$ cat src/rtl/mem_arb_pkg.sv
// mem_arb_pkg: state encodings, requester IDs and default parameters shared by
// the mem_arbiter block and its winner-selection helper.
package mem_arb_pkg;

    // Controller states (2-bit encoding)
    localparam logic [1:0] ST_IDLE  = 2'd0;
    localparam logic [1:0] ST_ISSUE = 2'd1;
    localparam logic [1:0] ST_WAIT  = 2'd2;

    // Requester IDs
    localparam logic ID_CPU = 1'b0;
    localparam logic ID_IO  = 1'b1;

    // Default parameter values
    localparam int unsigned DEF_DATA_W = 14;
    localparam int unsigned DEF_ADDR_W = 12;
    localparam int unsigned DEF_RD_LAT = 2;

    // Read-latency counter width; covers RD_LAT up to 15
    localparam int unsigned CNT_W = 4;

    // One-hot strobe for a requester ID
    function automatic logic [1:0] id_onehot(input logic id);
        return id ? 2'b10 : 2'b01;
    endfunction

endpackage

$ cat src/rtl/mem_arbiter_rr_pick2.sv
// rr_pick2: combinational 2-way winner selection. A lone requester wins
// outright; on a tie the requester not served last wins. When
// MEM_ARB_LOCK_EN is defined, a held lock overrides the round-robin choice
// if the locked requester is asking.
module rr_pick2
    import mem_arb_pkg::*;
(
    input  logic [1:0] req_i,
    input  logic       last_id_i,
`ifdef MEM_ARB_LOCK_EN
    input  logic       lock_vld_i,
    input  logic       lock_id_i,
`endif
    output logic       winner_o
);

    // Winner decode from the request vector and round-robin pointer
    always_comb begin
        winner_o = ID_CPU;
        case (req_i)
            2'b01:   winner_o = ID_CPU;
            2'b10:   winner_o = ID_IO;
            2'b11:   winner_o = ~last_id_i;
            default: winner_o = ID_CPU;
        endcase
`ifdef MEM_ARB_LOCK_EN
        if (lock_vld_i && req_i[lock_id_i]) begin
            winner_o = lock_id_i;
        end
`endif
    end

endmodule

$ cat src/rtl/mem_arbiter.sv
// mem_arbiter: two-requester (CPU / I/O) arbiter in front of a single-port RAM
// with fixed read latency. One access at a time: IDLE arbitrates, ISSUE drives
// the RAM strobe for one cycle, WAIT counts down the read latency and captures
// the read data. Optional macro MEM_ARB_LOCK_EN adds a 'lock' input that lets
// the last winner keep the bus on the next arbitration.
module mem_arbiter
    import mem_arb_pkg::*;
#(
    parameter int unsigned DATA_W = DEF_DATA_W,
    parameter int unsigned ADDR_W = DEF_ADDR_W,
    parameter int unsigned RD_LAT = DEF_RD_LAT
) (
    input  logic              clk,
    input  logic              reset,
    input  logic [1:0]        req,
    input  logic [1:0]        we,
    input  logic [ADDR_W-1:0] addr0,
    input  logic [ADDR_W-1:0] addr1,
    input  logic [DATA_W-1:0] wdata0,
    input  logic [DATA_W-1:0] wdata1,
    output logic [1:0]        gnt,
    output logic [1:0]        rvalid,
    output logic [DATA_W-1:0] rdata,
    output logic              ram_rd,
    output logic              ram_wr,
    output logic [ADDR_W-1:0] addr_out,
    output logic [DATA_W-1:0] data_out,
    input  logic [DATA_W-1:0] data_in
`ifdef MEM_ARB_LOCK_EN
    ,
    input  logic [1:0]        lock
`endif
);

    // WAIT runs RD_LAT cycles; the counter hits 0 in the capture cycle
    localparam logic [CNT_W-1:0] LAT_INIT = CNT_W'(RD_LAT - 1);

    logic [1:0]        state_q, state_d;
    logic [CNT_W-1:0]  cnt_q, cnt_d;
    logic              last_id_q, last_id_d;
    logic              win_q, win_d;
    logic [1:0]        gnt_q, gnt_d;
    logic [1:0]        rvalid_q, rvalid_d;
    logic              ram_rd_q, ram_rd_d;
    logic              ram_wr_q, ram_wr_d;
    logic [ADDR_W-1:0] addr_out_q, addr_out_d;
    logic [DATA_W-1:0] data_out_q, data_out_d;
    logic [DATA_W-1:0] rdata_q, rdata_d;
    logic              pick;
`ifdef MEM_ARB_LOCK_EN
    logic              lock_vld_q, lock_vld_d;
    logic              lock_id_q, lock_id_d;
`endif

    rr_pick2 u_rr_pick2 (
        .req_i      (req),
        .last_id_i  (last_id_q),
`ifdef MEM_ARB_LOCK_EN
        .lock_vld_i (lock_vld_q),
        .lock_id_i  (lock_id_q),
`endif
        .winner_o   (pick)
    );

    // Next-state: arbitration in IDLE preloads the ISSUE-cycle outputs so the
    // strobes, grant and address come straight from flops.
    always_comb begin
        state_d    = state_q;
        cnt_d      = cnt_q;
        last_id_d  = last_id_q;
        win_d      = win_q;
        gnt_d      = 2'b00;
        rvalid_d   = 2'b00;
        ram_rd_d   = 1'b0;
        ram_wr_d   = 1'b0;
        addr_out_d = addr_out_q;
        data_out_d = data_out_q;
        rdata_d    = rdata_q;
`ifdef MEM_ARB_LOCK_EN
        lock_vld_d = lock_vld_q;
        lock_id_d  = lock_id_q;
`endif
        case (state_q)
            ST_IDLE: begin
                if (req != 2'b00) begin
                    win_d      = pick;
                    gnt_d      = id_onehot(pick);
                    addr_out_d = pick ? addr1 : addr0;
                    if (we[pick]) begin
                        ram_wr_d   = 1'b1;
                        data_out_d = pick ? wdata1 : wdata0;
                    end else begin
                        ram_rd_d = 1'b1;
                    end
                    state_d = ST_ISSUE;
                end
            end
            ST_ISSUE: begin
                last_id_d = win_q;
`ifdef MEM_ARB_LOCK_EN
                lock_vld_d = lock[win_q];
                lock_id_d  = win_q;
`endif
                if (ram_wr_q) begin
                    state_d = ST_IDLE;
                end else begin
                    cnt_d   = LAT_INIT;
                    state_d = ST_WAIT;
                end
            end
            ST_WAIT: begin
                if (cnt_q == '0) begin
                    rdata_d  = data_in;
                    rvalid_d = id_onehot(win_q);
                    state_d  = ST_IDLE;
                end else begin
                    cnt_d = cnt_q - 1'b1;
                end
            end
            default: state_d = ST_IDLE;
        endcase
    end

    // State and output registers; reset aborts any access in flight
    always_ff @(posedge clk) begin
        if (reset) begin
            state_q    <= ST_IDLE;
            cnt_q      <= '0;
            last_id_q  <= ID_IO;
            win_q      <= ID_CPU;
            gnt_q      <= 2'b00;
            rvalid_q   <= 2'b00;
            ram_rd_q   <= 1'b0;
            ram_wr_q   <= 1'b0;
            addr_out_q <= '0;
            data_out_q <= '0;
            rdata_q    <= '0;
`ifdef MEM_ARB_LOCK_EN
            lock_vld_q <= 1'b0;
            lock_id_q  <= ID_CPU;
`endif
        end else begin
            state_q    <= state_d;
            cnt_q      <= cnt_d;
            last_id_q  <= last_id_d;
            win_q      <= win_d;
            gnt_q      <= gnt_d;
            rvalid_q   <= rvalid_d;
            ram_rd_q   <= ram_rd_d;
            ram_wr_q   <= ram_wr_d;
            addr_out_q <= addr_out_d;
            data_out_q <= data_out_d;
            rdata_q    <= rdata_d;
`ifdef MEM_ARB_LOCK_EN
            lock_vld_q <= lock_vld_d;
            lock_id_q  <= lock_id_d;
`endif
        end
    end

    assign gnt      = gnt_q;
    assign rvalid   = rvalid_q;
    assign rdata    = rdata_q;
    assign ram_rd   = ram_rd_q;
    assign ram_wr   = ram_wr_q;
    assign addr_out = addr_out_q;
    assign data_out = data_out_q;

endmodule
$ cat config.mk
export PLATFORM = sky130hd
export DESIGN_NAME = mem_arbiter
export DESIGN_NICKNAME = d
export VERILOG_FILES = /design/src/rtl/mem_arb_pkg.sv /design/src/rtl/mem_arbiter_rr_pick2.sv /design/src/rtl/mem_arbiter.sv
export SDC_FILE = /design/constraint.sdc
export NUM_CORES = 1
export LEC_CHECK = 0
export ABC_AREA = 0
export BUFFER_PORTS_ARGS = -buffer_cell sky130_fd_sc_hd__buf_4
export CELL_PAD_IN_SITES_DETAIL_PLACEMENT = 1
export CELL_PAD_IN_SITES_GLOBAL_PLACEMENT = 1
export CORE_MARGIN = 8
export CORE_UTILIZATION = 35
export CTS_CLUSTER_SIZE = 25
export DETAILED_ROUTE_END_ITERATION = 10
export PLACE_DENSITY = 0.91
export SETUP_SLACK_MARGIN = 0.3
export SYNTH_ARGS = -nofsm -noshare
export SYNTH_HDL_FRONTEND = slang
export SYNTH_SLANG_ARGS = --single-unit
$ cat constraint.sdc
create_clock -name clk -period 4.5 [get_ports clk]
set_input_delay 0.225 -clock clk [delete_from_list [all_inputs] [get_ports clk]]
set_output_delay 0.225 -clock clk [all_outputs]
set_load 0.05 [all_outputs]
* Word-level counts from Yosys, hierarchy flattened
Index checks and enable logic that the tools add are counted.
Word-level totals: bits in read-only memories 0, output and inout port bits 46, register bits 54, memories 0, logic and storage cells 53, input bits 72, memory bits (writable) 0, latch bits 0
Operators by class: shift operators 0, order comparisons 1, multiply operators 0, bitwise operators 5, eq/ne operators 8, divide/modulo/power cells 0, mux-type cells 16, add/subtract/negate cells 1, reduce and logical (&&, ||, !) cells 11
Operators by type and width (count):
- $mux 14 | 1
- $mux 12 | 1
- $mux 2 | 5
- $mux 4 | 2
- $ne 2x2->1 const B | 4
- $pmux 4 s2 | 1
- $eq 2x2->1 const B | 3
- $pmux 2 s3 | 1
- $reduce_and 2->1 | 3
- $reduce_and 3->1 | 2
- $reduce_or 3->1 | 2
- $not 1->1 | 5
- $logic_not 4->1 | 1
- $mux 1 | 4
- $reduce_bool 2->1 | 2
- $sub 4x1->4 const B | 1
- $eq 2x1->1 const B | 1
- $logic_not 2->1 | 1
- $lt 1x2->1 const B | 1
- $pmux 1 s2 | 1

* Depth between registers and ports, before layout
depth in word-level cells 5, depth in mapped cells 6, gate-level depth less buffers 6

* By module
Synthesis repeated with hierarchy kept, for this count alone.
Second synthesis, totals: cell total of the unflattened synthesis 245, area total of the unflattened synthesis 2517.4 µm²
Modules (own cells, without submodules):
- mem_arbiter | area an instance 2506.2 µm², cells each 244, instances 1, seq. area each 1081.0 µm²
- rr_pick2 | area an instance 11.3 µm², cells each 1, instances 1, seq. area each 0.0 µm²

* Least setup slack after synthesis
Ideal clock, no wire load.
path type register -> register, start point reg cnt_q[0], end point reg cnt_q[1], library setup time 63 ps, arrival time 1469 ps, data required time 4437 ps, clock period less this slack 1532 ps, cell stages (with the launch flop) 7, path buffers 0, slack 2968 ps, cells stage by stage dfxtp_1 inv_1 ha_1 or3b_1 and2_1 mux2_4 nor2_2
Between the ends: longest elaborated chain between the ends 3, elaborated cells on any way between the ends 6, those cells by class add/sub: 1; eq/ne: 1; mux: 2; reduce/logical: 2
Ends and longest elaborated chain:
- from (decl) | RTL line mem_arbiter.sv:39 | logic [CNT_W-1:0] cnt_q, cnt_d;
- from (signal assigned) | RTL line mem_arbiter.sv:144 | cnt_q <= cnt_d;
- $sub 4x1->4 or $logic_not 4->1 (tied branches) | RTL line mem_arbiter.sv:117, mem_arbiter.sv:112
- $mux 4 or $ne 2x2->1 (tied branches)
- $pmux 4 s2 or $reduce_and 3->1 (tied branches)
Several ways; a longest one is shown, not always the timed one. The select of a mux whose other input is x is not followed. A chain may end at the register's enable or synchronous reset.

* Worst setup path in the final report
start point reg last_id_q, end point reg data_out_q[3], in the netlist data_out[3]
Between the ends: longest elaborated chain between the ends 5, elaborated cells on any way between the ends 6, those cells by class mux: 4; bitwise: 1; reduce/logical: 1
Ends and longest elaborated chain:
- from (decl) | RTL line mem_arbiter.sv:40 | logic last_id_q, last_id_d;
- from (signal assigned) | RTL line mem_arbiter.sv:145 | last_id_q <= last_id_d;
- $not 1->1 (*) | RTL line mem_arbiter_rr_pick2.sv:23 | 2'b11: winner_o = ~last_id_i;
- $pmux 1 s2 (*) | RTL line mem_arbiter_rr_pick2.sv:20 | case (req_i)
- $mux 1 (not written as such) (2 in a row) | RTL line mem_arbiter.sv:89 | if (we[pick]) begin
- $reduce_and 3->1 (no source line)
- to (signal assigned) | RTL line mem_arbiter.sv:152 | data_out_q <= data_out_d;
- to (decl) | RTL line mem_arbiter.sv:47 | logic [DATA_W-1:0] data_out_q, data_out_d;
Every way passes the cells marked *; elsewhere a longest branch is shown, timed or not. The select of a mux whose other input is x is not followed.

==> metrics.txt <==
met2 Use GR 0.298; Crit path largest cell delay 0.70 ns; crit share post-route 0.472; Crit. End Element flip-flop; M1 GR Usage 0.167; detailed-route DRC error count 0; setup ws final 2.38 ns; Core Area 6760 µm²; first-pass GRT wire length 12.8 mm; RePlAce Congestion a little under 0.7; layout cells sized above 1 0.361; post-CTS resize count 0; Slowest cell on crit path a21boi_4; die height about 100 µm; Die W just under 100 µm; Worst Setup Path Type flip-flop to flip-flop; setup TNS 0 ns; post-CTS setup buffers 0; Die Footprint 9890 µm²; GRT Max-Usage Layer met2; worst path arrival time 2.33 ns; hold_sp data_in[6]; placed cell areas approximately 3300 µm²; Tmin final 2.12 ns; clock tree buffer depth 2; row cnt 30; slew margin rel. 0.349; max-slew violations 0; vias in the first global route 2591; pwr dens roughly 360 nW/µm²; flops & latches, synth 54; unrepaired setup endpoints after global routing false; Yosys top cell area share 0.444; clock share of power 0.216; Total GRT Usage 0.158; Reg clk slew, reported paths 0.09 ns; CP Cell Sequence a21boi_4 > mux2i_4 > nor2_1 > nor4_1; Clock Latency Late Sink 0.30 ns; post-synthesis async set-or-reset flop share 0; initial antenna violation count 0; H-tree depth 2; Worst Path Max Fanout 29; drt total wl 8.00 mm; Max Fclk 471 MHz; Final Setup Violations 0; VDD IR-drop max between 0.00015 and 0.0002 V; worst slew pin tran 0.976 ns; detailed-route wire length per cell 17.3 µm; CTS Root Cell clkbuf_8; switching share of power 0.361; post-synth top area cell dfxtp_1; CTS Sinks 54; Setup WS pre-CTS approximately 2.4 ns; port bufs roughly 120; Post-CTS Hold Buffers 0; Mapped Nets ~350; NumNets Final between 400 and 500; sequential power share 0.456; outcome finished, final reports clean; Via density 5.18; TritonCTS Buffers 5; filler cell count 822; startpoint types flip-flop; Clock Skew about 0.0043 ns; Post-synth EDFFs 0; crit path from last_id_q; Mean Syn Cell Area 8.70 µm²; Vias approximately 2400; most common library cells after synthesis 60 x nor2_1, 54 x dfxtp_1, 34 x nor3_1, 26 x nand2_1; Boundary Pins 118; starting density of the core 0.361; Distinct cells, synth 34; DRT antenna net count 0; placed wire-length estimate 5.97 mm; ANT cells 0; Post-Synthesis Cells 280; CTS tree done; remaining global-route overflow 0; count leader, synth nor2_1; largest net degree at the start of global routing 54; drt first pass iters 4; DR iter-0 viols slightly above 70; Final Cell Area 3350 µm²; Post-Synthesis Cell Area 2440 µm²; Critical Path RT 4.70 ns; max-cap violations 0; logic gate share of total power 0.328; Yosys warning count 0; sequential fraction of the synthesis area 0.444; HP Class input port to flip-flop; met3 Use GR 0.0510; most used flip-flop cell after synthesis dfxtp_1; FF-to-FF Start last_id_q; internal power roughly 0.76 mW; synth top area cells dfxtp_1 44%, nor2_1 9.2%, nor3_1 7.0%; switching pwr about 0.43 mW; P&R area growth vs syn 37.6%; Final Hold Fails 0; P_leak approximately 1.6 nW
==> layout make-up <==
cell class                 count  area [µm²]  share of cell area
multi-input combinational    200        1200               0.358
inverter                       4        15.0             0.00448
sequential                    54        1080               0.322
clock inverter                 2        10.0             0.00298
clock buffer                   5        68.8              0.0205
tap                           80         100              0.0298
timing repair buffer         117         878               0.262
==> path summary, 6_finish.rpt <==
path | end | slack, ns | depth (start not counted)
worst min register to register | rdata[6] | 0.50 | 2
worst min-delay path | rdata[6] | 0.16 | 3
worst max-delay path | data_out[3] | 2.38 | 4
worst max register to register | data_out[3] | 2.38 | 4
==> registers in the layout, summed over array words and instances, names as in the netlist <==
signal / cells
rdata: 14
ram_rd: 1
last_id_q: 1
data_out: 14
state_q: 2
ram_wr: 1
addr_out: 12
win_q: 1
gnt: 2
rvalid: 2
cnt_q: 4
==> layout by cell type, fill, tap and decap left out, types with 5 or more instances in the layout <==
cell type / n
buf_4: 117
nor2_1: 60
dfxtp_1: 54
nor3_1: 34
nand2_1: 26
mux2i_1: 15
o21a_1: 14
a311oi_1: 12
nor4_2: 7
nor4_1: 7
clkbuf_8: 5
==> kinds of logic after synthesis <==
kind of cell    Yosys count  share of synthesized area
compound gates           34                      0.112
xor+xnor                  2                    0.00719
fa+ha+maj                 1                    0.00513
buf+inv                  26                     0.0642
flops                    54                      0.444
mux                      17                     0.0770
simple gates            146                      0.291
==> critical path, delay by kind of cell, from the launching register on <==
family / cells / cell delay (ns)
flops: 1 / 0.35
mux: 1 / 0.61
simple gates: 2 / 0.34
compound gates: 1 / 0.70
==> metal layers <==
metal / routed length [µm] / part of all wire
met1: 3200 / 0.40
met2: 4260 / 0.53
met3: 477 / 0.060
met4: 55 / 0.0069
met5: 0 / 0
==> power groups by stage <==
stage               Clock [mW]  Combinational [mW]  Sequential [mW]
floorplan                    0               0.147            0.671
global placement             0               0.384            0.552
detailed placement           0               0.395            0.555
CTS                      0.263               0.397            0.544
global route             0.285               0.419            0.549
finish                   0.258               0.391            0.544
==> metrics by stage <==
stage                     total power [mW]  instances  utilization  hold slack [ns]
after floorplan                      0.818        280            -            0.369
after global placement               0.937        455        0.485            0.459
after detailed placement             0.950        455        0.485            0.472
after CTS                             1.20        462        0.496            0.157
after global routing                  1.25        462        0.496            0.153
final                                 1.19        462        0.496            0.157
Note: power is estimated with default switching activity, not from simulation.
